## src/rtl/rfp_dac_loader_if.sv

```systemverilog
// Wishbone master/slave link between the DAC loader and the RFP I2C bridge.
// Only wb_dat_i[7:0] carries meaning; the upper bytes are always zero from the core.
interface rfp_dac_loader_if;
  logic        wb_cyc_o;
  logic        wb_stb_o;
  logic        wb_we_o;
  logic [15:0] wb_adr_o;
  logic [3:0]  wb_sel_o;
  logic [31:0] wb_dat_o;
  logic [31:0] wb_dat_i;
  logic        wb_ack_i;
  logic        wb_err_i;

  modport master (
    output wb_cyc_o, wb_stb_o, wb_we_o, wb_adr_o, wb_sel_o, wb_dat_o,
    input  wb_dat_i, wb_ack_i, wb_err_i
  );

  modport slave (
    input  wb_cyc_o, wb_stb_o, wb_we_o, wb_adr_o, wb_sel_o, wb_dat_o,
    output wb_dat_i, wb_ack_i, wb_err_i
  );
endinterface

```

## src/rtl/rfp_dac_loader.sv

```systemverilog
// Autonomous Wishbone master that initialises the DAC-bus I2C core and then
// sends one 3-byte DAC write per request, polling SR between bytes.
module rfp_dac_loader #(
  parameter logic [15:0] PRESCALE = 16'd199,
  parameter logic [6:0]  DAC_ADDR = 7'h60,
  parameter int unsigned POLL_MAX = 50000
) (
  input  logic             clk_i,
  input  logic             rst_n_i,
  input  logic             req_i,
  input  logic [1:0]       chan_i,
  input  logic [11:0]      value_i,
  output logic             busy_o,
  output logic             done_o,
  output logic             nack_o,
  output logic             fault_o,
  rfp_dac_loader_if.master wb
);

  localparam int PW = $clog2(POLL_MAX + 1);
  localparam logic [PW-1:0] POLL_LIM = PW'(POLL_MAX);

  localparam logic [2:0] REG_PRERLO = 3'd0;
  localparam logic [2:0] REG_PRERHI = 3'd1;
  localparam logic [2:0] REG_CTR    = 3'd2;
  localparam logic [2:0] REG_TXR    = 3'd3;
  localparam logic [2:0] REG_CR     = 3'd4;

  typedef enum logic [3:0] {
    INIT_LO, INIT_HI, INIT_CTR, IDLE, WR_TXR, WR_CR, RD_SR, STOP_CR, STOP_POLL, DONE
  } state_t;

  state_t          state_q, state_d;
  logic            cyc_q, cyc_d;
  logic            we_q, we_d;
  logic [2:0]      reg_q, reg_d;
  logic [7:0]      dat_q, dat_d;
  logic [1:0]      byte_q, byte_d;
  logic [PW-1:0]   poll_q, poll_d;
  logic [1:0]      chan_q, chan_d;
  logic [11:0]     value_q, value_d;
  logic            nack_q, nack_d;
  logic            fault_q, fault_d;

  logic            acc_req, acc_we;
  logic [2:0]      acc_reg;
  logic [7:0]      acc_dat;
  logic [7:0]      tx_byte, cr_byte;
  logic [PW-1:0]   poll_inc;
  logic            tip, al, rxack;
  logic            unused_dat;

  assign tip        = wb.wb_dat_i[1];
  assign al         = wb.wb_dat_i[5];
  assign rxack      = wb.wb_dat_i[7];
  assign unused_dat = ^{wb.wb_dat_i[31:8], wb.wb_dat_i[6], wb.wb_dat_i[4:2], wb.wb_dat_i[0]};
  assign poll_inc   = poll_q + PW'(1);

  always_comb begin
    case (byte_q)
      2'd0:    begin tx_byte = {DAC_ADDR, 1'b0};                 cr_byte = 8'h90; end
      2'd1:    begin tx_byte = {2'b01, chan_q, value_q[11:8]};   cr_byte = 8'h10; end
      default: begin tx_byte = value_q[7:0];                     cr_byte = 8'h50; end
    endcase
  end

  // Which register access, if any, the current state performs.
  always_comb begin
    acc_req = 1'b1;
    acc_we  = 1'b1;
    acc_reg = REG_CR;
    acc_dat = 8'h00;
    case (state_q)
      INIT_LO:   begin acc_reg = REG_PRERLO; acc_dat = PRESCALE[7:0];  end
      INIT_HI:   begin acc_reg = REG_PRERHI; acc_dat = PRESCALE[15:8]; end
      INIT_CTR:  begin acc_reg = REG_CTR;    acc_dat = 8'h80;          end
      WR_TXR:    begin acc_reg = REG_TXR;    acc_dat = tx_byte;        end
      WR_CR:     acc_dat = cr_byte;
      RD_SR:     acc_we  = 1'b0;
      STOP_CR:   acc_dat = 8'h40;
      STOP_POLL: acc_we  = 1'b0;
      default:   acc_req = 1'b0;
    endcase
  end

  always_comb begin
    // NOTE: every variable gets a default before the branches so no path can infer a latch.
    state_d = state_q;
    cyc_d   = cyc_q;
    we_d    = we_q;
    reg_d   = reg_q;
    dat_d   = dat_q;
    byte_d  = byte_q;
    poll_d  = poll_q;
    chan_d  = chan_q;
    value_d = value_q;
    nack_d  = nack_q;
    fault_d = fault_q;

    if (acc_req && !cyc_q) begin
      cyc_d = 1'b1;
      we_d  = acc_we;
      reg_d = acc_reg;
      dat_d = acc_dat;
    end else if (cyc_q && wb.wb_err_i) begin
      cyc_d   = 1'b0;
      fault_d = 1'b1;
      state_d = DONE;
    end else if (cyc_q && wb.wb_ack_i) begin
      cyc_d = 1'b0;
      case (state_q)
        INIT_LO:  state_d = INIT_HI;
        INIT_HI:  state_d = INIT_CTR;
        INIT_CTR: state_d = IDLE;
        WR_TXR:   state_d = WR_CR;
        WR_CR:    begin state_d = RD_SR; poll_d = '0; end
        RD_SR: begin
          poll_d = poll_inc;
          if (tip) begin
            if (poll_inc == POLL_LIM) begin fault_d = 1'b1; state_d = STOP_CR; end
          end else if (al) begin
            fault_d = 1'b1;
            state_d = STOP_CR;
          end else if (rxack) begin
            nack_d  = 1'b1;
            state_d = STOP_CR;
          end else if (byte_q == 2'd2) begin
            state_d = DONE;
          end else begin
            byte_d  = byte_q + 2'd1;
            state_d = WR_TXR;
          end
        end
        STOP_CR:  begin state_d = STOP_POLL; poll_d = '0; end
        STOP_POLL: begin
          poll_d = poll_inc;
          if (!tip) state_d = DONE;
          else if (poll_inc == POLL_LIM) begin fault_d = 1'b1; state_d = DONE; end
        end
        default: state_d = state_q;
      endcase
    end

    case (state_q)
      IDLE: if (req_i) begin
        chan_d  = chan_i;
        value_d = value_i;
        byte_d  = 2'd0;
        nack_d  = 1'b0;
        fault_d = 1'b0;
        state_d = WR_TXR;
      end
      DONE:    state_d = IDLE;
      default: ;
    endcase
  end

  always_ff @(posedge clk_i or negedge rst_n_i) begin
    if (!rst_n_i) begin
      state_q <= INIT_LO;
      cyc_q   <= 1'b0;
      we_q    <= 1'b0;
      reg_q   <= 3'd0;
      dat_q   <= 8'h00;
      byte_q  <= 2'd0;
      poll_q  <= '0;
      chan_q  <= 2'd0;
      value_q <= 12'h000;
      nack_q  <= 1'b0;
      fault_q <= 1'b0;
    end else begin
      // NOTE: non-blocking assignments make every register update from pre-edge values.
      state_q <= state_d;
      cyc_q   <= cyc_d;
      we_q    <= we_d;
      reg_q   <= reg_d;
      dat_q   <= dat_d;
      byte_q  <= byte_d;
      poll_q  <= poll_d;
      chan_q  <= chan_d;
      value_q <= value_d;
      nack_q  <= nack_d;
      fault_q <= fault_d;
    end
  end

  assign wb.wb_cyc_o = cyc_q;
  assign wb.wb_stb_o = cyc_q;
  assign wb.wb_we_o  = we_q;
  assign wb.wb_adr_o = {8'h00, 3'b000, reg_q, 2'b00};
  assign wb.wb_sel_o = 4'hF;
  assign wb.wb_dat_o = {24'h0, dat_q};

  assign busy_o  = (state_q != IDLE);
  assign done_o  = (state_q == DONE);
  assign nack_o  = nack_q;
  assign fault_o = fault_q;

endmodule

```

## src/flat_wrapper.sv

```systemverilog
// flat-port wrapper written by rule: the top's interface ports become plain ports
module rfp_dac_loader_flat 
#(
  parameter logic [15:0] PRESCALE = 16'd199,
  parameter logic [6:0]  DAC_ADDR = 7'h60,
  parameter int unsigned POLL_MAX = 50000
)
  (clk_i, rst_n_i, req_i, chan_i, value_i, busy_o, done_o, nack_o, fault_o, wb_wb_cyc_o, wb_wb_stb_o, wb_wb_we_o, wb_wb_adr_o, wb_wb_sel_o, wb_wb_dat_o, wb_wb_dat_i, wb_wb_ack_i, wb_wb_err_i);
  rfp_dac_loader_if wb_i ();
  input  logic clk_i;
  input  logic rst_n_i;
  input  logic req_i;
  input  logic [1:0] chan_i;
  input  logic [11:0] value_i;
  output logic busy_o;
  output logic done_o;
  output logic nack_o;
  output logic fault_o;
  output wire logic [$bits(wb_i.wb_cyc_o)-1:0] wb_wb_cyc_o;
  output wire logic [$bits(wb_i.wb_stb_o)-1:0] wb_wb_stb_o;
  output wire logic [$bits(wb_i.wb_we_o)-1:0] wb_wb_we_o;
  output wire logic [$bits(wb_i.wb_adr_o)-1:0] wb_wb_adr_o;
  output wire logic [$bits(wb_i.wb_sel_o)-1:0] wb_wb_sel_o;
  output wire logic [$bits(wb_i.wb_dat_o)-1:0] wb_wb_dat_o;
  input wire logic [$bits(wb_i.wb_dat_i)-1:0] wb_wb_dat_i;
  input wire logic [$bits(wb_i.wb_ack_i)-1:0] wb_wb_ack_i;
  input wire logic [$bits(wb_i.wb_err_i)-1:0] wb_wb_err_i;
  assign wb_wb_cyc_o = wb_i.wb_cyc_o;
  assign wb_wb_stb_o = wb_i.wb_stb_o;
  assign wb_wb_we_o = wb_i.wb_we_o;
  assign wb_wb_adr_o = wb_i.wb_adr_o;
  assign wb_wb_sel_o = wb_i.wb_sel_o;
  assign wb_wb_dat_o = wb_i.wb_dat_o;
  assign wb_i.wb_dat_i = wb_wb_dat_i;
  assign wb_i.wb_ack_i = wb_wb_ack_i;
  assign wb_i.wb_err_i = wb_wb_err_i;
  rfp_dac_loader #(.PRESCALE(PRESCALE), .DAC_ADDR(DAC_ADDR), .POLL_MAX(POLL_MAX)) u_core (.clk_i(clk_i), .rst_n_i(rst_n_i), .req_i(req_i), .chan_i(chan_i), .value_i(value_i), .busy_o(busy_o), .done_o(done_o), .nack_o(nack_o), .fault_o(fault_o), .wb(wb_i));
endmodule
```

## config.mk

```make
export PLATFORM = sky130hd
export DESIGN_NAME = rfp_dac_loader_flat
export DESIGN_NICKNAME = d
export VERILOG_FILES = /design/src/rtl/rfp_dac_loader_if.sv /design/src/rtl/rfp_dac_loader.sv /design/src/flat_wrapper.sv
export SDC_FILE = /design/constraint.sdc
export NUM_CORES = 1
export LEC_CHECK = 0
export ABC_AREA = 1
export BUFFER_PORTS_ARGS = -buffer_cell sky130_fd_sc_hd__buf_2
export CAP_MARGIN = 30
export CORE_ASPECT_RATIO = 2
export CORE_MARGIN = 1
export CORE_UTILIZATION = 55
export DETAILED_ROUTE_END_ITERATION = 6
export PLACE_DENSITY_LB_ADDON = 0.12
export SLEW_MARGIN = 20
export SYNTH_ARGS = -nofsm -noshare
export SYNTH_HDL_FRONTEND = slang
export SYNTH_SLANG_ARGS = --single-unit
```

## constraint.sdc

```tcl
create_clock -name clk_i -period 4.7 [get_ports clk_i]
set_input_delay 1.41 -clock clk_i [delete_from_list [all_inputs] [get_ports clk_i]]
set_output_delay 1.41 -clock clk_i [all_outputs]
set_load 0.02 [all_outputs]
```

### After elaboration in Yosys (flattened, before gate mapping)

Cells that the tools add are included.

| storage, ports and cells | value |
|---|---|
| memories kept | 0 |
| input bits | 51 |
| bits in read-only memories | 0 |
| RAM bits | 0 |
| register bits | 51 |
| output and inout bits | 59 |
| latch bits | 0 |
| logic and storage cells | 93 |

| operators by class | value |
|---|---|
| reduce and logical (&&, ||, !) cells | 13 |
| mux-type cells | 52 |
| shift operators | 0 |
| divide/modulo/power cells | 0 |
| $mul | 0 |
| order comparisons | 0 |
| bitwise logic cells | 2 |
| equality and inequality tests | 13 |
| add/sub/neg operators | 2 |

Operators by type and width:

| cell | count |
|---|---|
| $mux W4 | 11 |
| $pmux W8 S5 | 1 |
| $pmux W16 S2 | 1 |
| $pmux W4 S8 | 1 |
| $pmux W8 S2 | 2 |
| $mux W1 | 23 |
| $mux W2 | 10 |
| $add A16 B1 Y16 const B | 1 |
| $eq A16 B16 Y1 const B | 1 |
| $eq A4 B3 Y1 const B | 4 |
| $pmux W3 S4 | 1 |
| $eq A4 B2 Y1 const B | 2 |
| $eq A4 B4 Y1 const B | 2 |
| $pmux W4 S2 | 1 |
| $reduce_or A8 Y1 | 1 |
| $eq A4 B1 Y1 const B | 1 |
| $logic_not A4 Y1 | 1 |
| $ne A4 B2 Y1 const B | 1 |
| $reduce_and A4 Y1 | 1 |
| $reduce_or A2 Y1 | 2 |
| $logic_and A1 B1 Y1 | 3 |
| $reduce_bool A3 Y1 | 1 |
| $add A2 B1 Y2 const B | 1 |
| $eq A2 B1 Y1 const B | 1 |
| 7 further kinds | 8 |

### Depth between registers and ports, before layout

Gate-level depths: netlist of the first run.

| logic depth | value |
|---|---|
| depth after elaboration | 11 |
| depth in mapped cells | 17 |

### Worst setup path before layout of the first run

OpenSTA, ideal clock, no wires.

| timing | value |
|---|---|
| path kind | register to output |
| start point | reg u_core.state_q[1] |
| end point | out done_o |
| arrival | 1.172 ns |
| setup slack | 2.118 ns |
| stages on the path, launching flop included | 5 |
| required time | 3.290 ns |
| cells stage by stage | dfrtp_1 > buf_2 > inv_1 > nand2_1 > nor3_1 |

| between the ends | value |
|---|---|
| word-level cells in the longest chain between the ends | 1 |

RTL lines:

| item | line | text |
|---|---|---|
| from (decl) | rfp_dac_loader.sv:33 | `state_t state_q, state_d;` |
| from (signal assigned) | rfp_dac_loader.sv:173 | `state_q <= state_d;` |
| $eq A4 B4 Y1 | rfp_dac_loader.sv:195 | `assign done_o = (state_q == DONE);` |
| to (decl) | flat_wrapper.sv:16 | `output logic done_o;` |

Every way passes these cells.

### Worst setup path after layout of the first run

Same ends and word-level chain as after synthesis.

==> flow_summary.json, run 1 <==
{
  "fin_skew_ps": 6.54,
  "grt_max_degree": 37,
  "grt_pass1_vias": 2670,
  "start_util": 0.579,
  "layout-drive-gt1-share": 0.171,
  "fin_cells": 536,
  "met1Wirelength_um": 2670,
  "internal_power_mw": 1.16,
  "dr_total_vias": 2762,
  "h-tree-depth": 2,
  "yosysMostFrequentCell": "nand2_1",
  "grtUsageTotal": 0.250,
  "slowest_delay_ps": 500,
  "powerDensity_nw_per_um2": 612,
  "fp.dieW_um": 57.1,
  "post_dp_cell_area_sq_um": 3400,
  "die_h_um": 112,
  "synth_common_cells": "nand2_1, inv_1, dfrtp_1, buf_4, nor2_1",
  "relSlewSlack": 0.630,
  "hold_ws_ps": 481,
  "grt_pass1_wl_um": 12300,
  "cts_setup_buffers": 0,
  "cp.buffers_inverters": 2,
  "p_total_mw": 2.18,
  "wl_um": 7370,
  "period_needed_ps": 2870,
  "crit_path_start_kind": "flip-flop",
  "wl_met3_um": 193,
  "status": "finished, violations left",
  "clk_path_buf_depth": 2,
  "drt_iter0_drc": 152,
  "gp_congestion": 0.971,
  "synth_edf_count": 0,
  "seq_area_frac_synth": 0.383,
  "crit_type": "reg2out",
  "post-route-drc-count": 6,
  "ctsHoldBuffers": 0,
  "num_rows": 39,
  "portBuffers": 39,
  "max-cap-violations": 0,
  "tightest_slew_ps": 554,
  "antenna_found_initial": 0,
  "worst_setup_path_end_kind": "output port",
  "synth_area_per_cell_sq_um": 7.63,
  "combPwrFrac": 0.467,
  "syn_area_sq_um": 3340,
  "clkPwrFrac": 0.174,
  "max_freq_mhz": 348,
  "worstPathRequired_ps": 3290,
  "synthCells": 437,
  "viasPerCell": 5.15,
  "cp_max_fo": 8,
  "cp_slowest_cell": "dfrtp_1",
  "synth_top_area_share": 0.383,
  "ant_nets": 0,
  "critPathTopFamily": "flip-flops",
  "seqPwrFrac": 0.359,
  "wl_per_cell_um": 13.8,
  "dieArea_sq_um": 6400,
  "switching_share": 0.466,
  "top_layer": "met4",
  "switchingPower_mw": 1.02,
  "setup_tns_ps": 0,
  "layout.nets": 530,
  "clkLatencyLatePin_ps": 300,
  "syn_to_final_growth_pct": 6.64,
  "diodes": 0,
  "cts_resized": 0,
  "design_area_sq_um": 3560,
  "drt_pass1_iterations": 7,
  "ioPinCount": 110,
  "dp.cells": 528,
  "ir_drop_v": 0.000371,
  "hold_viol_final": 0,
  "ys.flop_type": "dfrtp_1",
  "tritoncts": "built",
  "yosys.area.top_type": "dfrtp_1",
  "cts_made_buffers": 5,
  "rsz0062_at_grt": "false",
  "drv_slew": 0,
  "grt_overflow_total": 0,
  "fin_ws_ps": 1830,
  "dp_hpwl_um": 5790,
  "fin_crit_sh": 0.611,
  "hold_path.class": "reg2reg",
  "wl_met2_um": 4170,
  "violations": "design-rule violations",
  "synthArstFlopShare": 1.00,
  "ys_seq_elements": 51,
  "clk_pin_slew_ps": 70,
  "cp_data_arrival_time_ps": 1460,
  "fin_util": 0.618,
  "yosys.cell_types.count": 42,
  "cts_root_buf": "clkbuf_16",
  "ys_warn_count": 0,
  "dp_slack_ps": 2000,
  "ys_top_cells_by_area": "dfrtp_1, nand2_1, buf_4",
  "p_leak_nw": 1.83,
  "setup_viol": 0,
  "core_sq_um": 5760,
  "cts.sinks": 51,
  "cp_cell_sequence": "inv_1 -> nand2_1 -> nor3_1 -> buf_2"
}
final timing paths:
path / startpoint / cells past startpoint / slack, ps / to
max: u_core.state_q[1] / 4 / 1830 / done_o
min: u_core.value_q[6] / 2 / 480 / u_core.value_q[6]
max reg2reg: u_core.state_q[1] / 11 / 2500 / u_core.poll_q[3]
min reg2reg: u_core.value_q[6] / 2 / 480 / u_core.value_q[6]
max in group asynchronous: rst_n_i / 2 / 2890 / u_core.dat_q[0]
min in group asynchronous: rst_n_i / 1 / 1020 / u_core.poll_q[13]
layout by cell type, fill, tap and decap left out, types with 6 or more instances in the layout:
cell type and n:
nand4_1 6, dfrtp_1 51, conb_1 41, o22ai_2 8, inv_1 52, o21ai_0 24
buf_2 39, a21oi_1 14, nand3_1 12, nor2_1 31, nand2_1 125
per-layer routing:
layer	vias up	global-route usage
met1	1275	0.270
met4	0	0.140
li1	1388	-
met3	22	0.0323
met5	-	0
met2	77	0.454
flip-flops by register name, indices dropped and copies added (netlist names):
register            count
u_core.poll_q          16
u_core.value_q         12
u_core.dat_q            8
u_core.state_q          4
u_core.reg_q            3
u_core.byte_q           2
u_core.chan_q           2
u_core.fault_o          1
u_core.nack_o           1
u_core.wb.wb_cyc_o      1
u_core.wb.wb_we_o       1
area by class of cell:
| class | count | area (sq um) |
|---|---|---|
| inverter | 57 | 219 |
| multi-input combinational | 319 | 1630 |
| sequential | 51 | 1280 |
| clock buffer | 6 | 139 |
| clock inverter | 2 | 16.3 |
| timing repair buffer | 40 | 203 |
| tap | 61 | 76.3 |
| fill | 569 | 2200 |
power by group through the flow:
stage	Clock [mW]	Combinational, mW	Sequential, mW
finish	0.378	1.02	0.782
global route	0.404	1.15	0.806
CTS	0.388	1.02	0.779
detailed placement	0	1.02	0.785
global placement	0	0.988	0.783
floorplan	0	0.780	0.793
worst register-to-register path, delay by kind of cell, from the launching register on:
kind                   cells  cell delay [ps]
buffers and inverters      1              190
AND/OR/NAND/NOR            8             1140
flip-flops                 1              540
AO/OA/AOI/OAI              2              220
logic make-up after synthesis:
kind of cell / after synthesis / synth area share
simple gates: 199 / 0.272
fa+ha+maj: 5 / 0.0188
xor+xnor: 2 / 0.00525
buf+inv: 106 / 0.173
flops: 51 / 0.383
compound gates: 72 / 0.146
other cells: 2 / 0.00225
No activity file was read; power rests on OpenSTA's default activity.
==> inputs of run 2 (changes only) <==
--- a/config.mk
+++ b/config.mk
@@ -10,7 +10,7 @@
 export CAP_MARGIN = 30
 export CORE_ASPECT_RATIO = 2
 export CORE_MARGIN = 1
-export CORE_UTILIZATION = 55
+export CORE_UTILIZATION = 46
 export DETAILED_ROUTE_END_ITERATION = 6
 export PLACE_DENSITY_LB_ADDON = 0.12
 export SLEW_MARGIN = 20
==> constraint.sdc (replaced) <==
create_clock -name clk_i -period 2.3 [get_ports clk_i]
set_input_delay 0.69 -clock clk_i [delete_from_list [all_inputs] [get_ports clk_i]]
set_output_delay 0.69 -clock clk_i [all_outputs]
set_load 0.02 [all_outputs]
==> run 2 against run 1 <==
  * The run now ends clean
  * Die area grew 19%
  * Largest cell class unchanged
  * Flip-flop and latch count stayed put
  * Total power rose by 110%
  * Sequential power rose by 100%
  * Via count is 1.8% higher
  * Utilization shrank 9.6 points
  * Wire length is 4.3% higher
  * Setup slack worse by 1700 ps
==> flow_summary.json, run 2 (synthesis results as in run 1) <==
{
  "dr_total_vias": 2813,
  "relSlewSlack": 0.640,
  "hold_ws_ps": 334,
  "post-route-drc-count": 0,
  "multi_input_area_sq_um": 1650,
  "cts.sinks": 51,
  "wl_um": 7680,
  "cp_max_fo": 8,
  "dieArea_sq_um": 7620,
  "portBuffers": 39,
  "cts_made_buffers": 5,
  "design_area_sq_um": 3650,
  "top_register": "u_core.poll_q",
  "hold_path.class": "in2async",
  "post_dp_cell_area_sq_um": 3470,
  "worst_setup_path_end_kind": "output port",
  "setup_viol": 0,
  "diodes": 0,
  "p_total_mw": 4.51,
  "gp_congestion": 0.902,
  "status": "completed",
  "p_leak_nw": 1.85,
  "dp_slack_ps": 189,
  "antenna_found_initial": 0,
  "ioPinCount": 110,
  "cts_root_buf": "clkbuf_16",
  "fillers": 703,
  "layout_common_cells": "nand2_1, inv_1, dfrtp_1",
  "start_util": 0.477,
  "fin_skew_ps": 5.04,
  "largest_reg_flops": 16,
  "syn_to_final_growth_pct": 9.49,
  "die_h_um": 122,
  "ctsHoldBuffers": 0,
  "ir_drop_v": 0.000609,
  "cp_data_arrival_time_ps": 1450,
  "register_area_sq_um": 1280,
  "clkLatencyLatePin_ps": 300,
  "h-tree-depth": 2,
  "clk_pin_slew_ps": 70,
  "tritoncts": "built",
  "fin_util": 0.522,
  "core_sq_um": 6990,
  "crit_type": "reg2out",
  "clk_path_buf_depth": 2,
  "drt_iter0_drc": 164,
  "viasPerCell": 4.95,
  "fin_crit_sh": 0.930,
  "drt_pass1_iterations": 4,
  "tightest_slew_ps": 540,
  "wl_per_cell_um": 13.5,
  "rsz0062_at_grt": "true",
  "grt_max_degree": 35,
  "fp.dieW_um": 62.2,
  "fin_cells": 568,
  "worstPathRequired_ps": 1610,
  "setup_tns_ps": 0,
  "period_needed_ps": 2140,
  "powerDensity_nw_per_um2": 1230,
  "grtUsageTotal": 0.221,
  "max-cap-violations": 0,
  "dp.cells": 560,
  "grt_overflow_total": 0,
  "grt_pass1_wl_um": 12900,
  "grt_pass1_vias": 2826,
  "dp_hpwl_um": 6070,
  "reg_top3": "u_core.poll_q: 16 flops, u_core.value_q: 12 flops, u_core.dat_q: 8 flops",
  "drv_slew": 0,
  "max_freq_mhz": 468,
  "layout-drive-gt1-share": 0.186,
  "layout.nets": 533,
  "fin_ws_ps": 162,
  "ant_nets": 0,
  "crit_path_start_kind": "flip-flop",
  "num_rows": 43,
  "hold_viol_final": 0,
  "layout.cells.most_common": "nand2_1"
}
-- run 2: critical path, cell delays in order (launching register included) --
cell and delay, ps:
dfrtp_1 490, inv_1 180, nand2_1 120, nor3_2 170, buf_2 200
-- run 2: path summary, 6_finish.rpt --
path	startpoint	to	slack [ps]	cells past startpoint
max	u_core.state_q[1]	done_o	160	4
min	rst_n_i	u_core.poll_q[13]	330	1
max reg2reg	u_core.poll_q[0]	u_core.state_q[2]	220	15
min reg2reg	u_core.value_q[7]	u_core.value_q[7]	480	2
max in group asynchronous	rst_n_i	u_core.value_q[5]	1420	2
min in group clk_i	u_core.value_q[7]	u_core.value_q[7]	480	2
-- run 2: what timing repair did --
action	4_1_cts	5_1_grt
buffers inserted	0	0
gates resized for setup	0	5
setup endpoints to repair	0	3
endpoints found under the hold margin	0	0
-- run 2: power breakdown --
group          internal [mW]  total (mW)  switching (mW)
Sequential              1.28        1.60           0.326
Combinational          0.705        2.13            1.42
Clock                  0.415       0.775           0.360
-- run 2: final cells by class --
class,count,area share
Tap cell,90,0.0308
Clock inverter,3,0.00788
Sequential cell,51,0.349
Clock buffer,5,0.0343
Inverter,57,0.0600
Multi-Input combinational cell,319,0.453
Timing Repair Buffer,43,0.0651
-- run 2: metal layers --
layer	vias to the layer above	routed length (um)	GRT usage
met5	-	0	0
met4	0	459	0.156
met3	32	175	0.0251
met2	70	4360	0.434
met1	1317	2690	0.207
li1	1394	-	-
==> inputs of run 3 (changes only) <==
--- a/config.mk
+++ b/config.mk
@@ -10,7 +10,7 @@
 export CAP_MARGIN = 30
 export CORE_ASPECT_RATIO = 2
 export CORE_MARGIN = 1
-export CORE_UTILIZATION = 46
+export CORE_UTILIZATION = 55
 export DETAILED_ROUTE_END_ITERATION = 6
 export PLACE_DENSITY_LB_ADDON = 0.12
 export SLEW_MARGIN = 20
==> constraint.sdc (replaced) <==
create_clock -name clk_i -period 2.7 [get_ports clk_i]
set_input_delay 0.81 -clock clk_i [delete_from_list [all_inputs] [get_ports clk_i]]
set_output_delay 0.81 -clock clk_i [all_outputs]
set_load 0.02 [all_outputs]
==> run 3 against run 2 <==
  * The flow now finishes with violations (design-rule violations)
  * Wire length down 3.4%
  * Count of clock-buffer cells in the layout unchanged
  * Final cell count down 5.3%
  * Worst hold slack better by 150 ps
  * Setup slack better by 260 ps
  * Sequential power down 15%
  * Critical endpoint unchanged
  * Largest power group unchanged
==> flow_summary.json, run 3 (synthesis results as in run 1) <==
{
  "status": "finished, violations left",
  "violations": "design-rule violations",
  "grt_overflow_total": 0,
  "antenna_found_initial": 0,
  "clk_pin_slew_ps": 70,
  "start_util": 0.579,
  "dieArea_sq_um": 6400,
  "num_rows": 39,
  "grtUsageTotal": 0.245,
  "core_sq_um": 5760,
  "h-tree-depth": 2,
  "reg_top3": "u_core.poll_q: 16 flops, u_core.value_q: 12 flops, u_core.dat_q: 8 flops",
  "min-delay-start": "u_core.chan_q[0]",
  "ctsHoldBuffers": 0,
  "setup_tns_ps": 0,
  "fin_skew_ps": 4.80,
  "portBuffers": 39,
  "ioPinCount": 110,
  "tritoncts": "built",
  "p_leak_nw": 1.84,
  "relSlewSlack": 0.446,
  "layout_common_cells": "nand2_1, inv_1, dfrtp_1",
  "setup_viol": 0,
  "drv_slew": 0,
  "hold_viol_final": 0,
  "tightest_slew_ps": 832,
  "drt_pass1_iterations": 6,
  "wl_per_cell_um": 13.8,
  "fin_util": 0.620,
  "min_to": "u_core.chan_q[0]",
  "fin_crit_sh": 0.843,
  "cp_max_fo": 8,
  "clk_path_buf_depth": 2,
  "die_h_um": 112,
  "post-route-drc-count": 7,
  "powerDensity_nw_per_um2": 1060,
  "ir_drop_v": 0.000633,
  "wl_um": 7430,
  "ant_nets": 0,
  "period_needed_ps": 2280,
  "reg2reg_depth": 11,
  "diodes": 0,
  "crit_path_start_kind": "flip-flop",
  "ff2ff_setup_slack_ps": 530,
  "hold_path.class": "reg2reg",
  "worst_setup_path_end_kind": "output port",
  "dr_total_vias": 2796,
  "max_freq_mhz": 439,
  "post_dp_cell_area_sq_um": 3420,
  "dp_hpwl_um": 5830,
  "layout.cells.most_common": "nand2_1",
  "cp_data_arrival_time_ps": 1470,
  "drt_iter0_drc": 136,
  "max-cap-violations": 0,
  "cts_setup_buffers": 0,
  "hold-path-cell-count": 2,
  "grt_pass1_wl_um": 12000,
  "worstPathRequired_ps": 1890,
  "cts_made_buffers": 5,
  "viasPerCell": 5.20,
  "layout.nets": 532,
  "cts_root_buf": "clkbuf_16",
  "grt_pass1_vias": 2662,
  "design_area_sq_um": 3570,
  "largest_reg_flops": 16,
  "top_register": "u_core.poll_q",
  "rsz0062_at_grt": "false",
  "fp.dieW_um": 57.1,
  "dp_slack_ps": 517,
  "gp_congestion": 0.946,
  "r2r-end": "u_core.poll_q[3]",
  "cts.sinks": 51,
  "r2r-start": "u_core.state_q[1]",
  "grt_max_degree": 37,
  "crit_type": "reg2out",
  "crit_start": "u_core.state_q[1]",
  "hold_ws_ps": 481,
  "layout-drive-gt1-share": 0.174,
  "syn_to_final_growth_pct": 7.01,
  "cts_resized": 0,
  "clkLatencyLatePin_ps": 300,
  "fin_ws_ps": 425
}
-- run 3: area by class of cell --
| type | count | area (sq um) |
|---|---|---|
| sequential | 51 | 1280 |
| inverter | 57 | 219 |
| clock inverter | 3 | 27.5 |
| tap | 61 | 76.3 |
| fill | 562 | 2190 |
| clock buffer | 5 | 125 |
| timing repair buffer | 42 | 218 |
| multi-input combinational | 319 | 1630 |
-- run 3: power breakdown --
part	internal [mW]	switching [mW]	total, mW
clock network	0.352	0.310	0.662
logic	0.570	1.20	1.77
registers	1.09	0.269	1.36
-- run 3: routing by layer --
metal	track usage	share of wire	up-vias
li1	-	-	1398
met1	0.236	0.35	1301
met2	0.458	0.57	73
met3	0.0507	0.033	24
met4	0.141	0.042	0
met5	0	0	-
-- run 3: worst max-delay path by stage --
stage,end,slack (ps),depth (start not counted)
after floorplan,done_o,720,4
after CTS,done_o,400,4
after global routing,done_o,320,4
final,done_o,420,4
after global placement,u_core.poll_q[3],530,11
after detailed placement,u_core.poll_q[3],520,11
-- run 3: stage by stage --
stage / total power [mW] / cells
3_5_place_dp: 3.14 / 530
3_3_place_gp: 3.09 / 530
4_1_cts: 3.81 / 538
2_1_floorplan: 2.74 / 476
6_report: 3.79 / 538
5_1_grt: 4.09 / 538
-- run 3: worst max-delay path, cell delays in order (launching register included) --
cell,delay (ps)
dfrtp_1,490
inv_1,160
nand2_1,110
nor3_1,200
buf_2,210
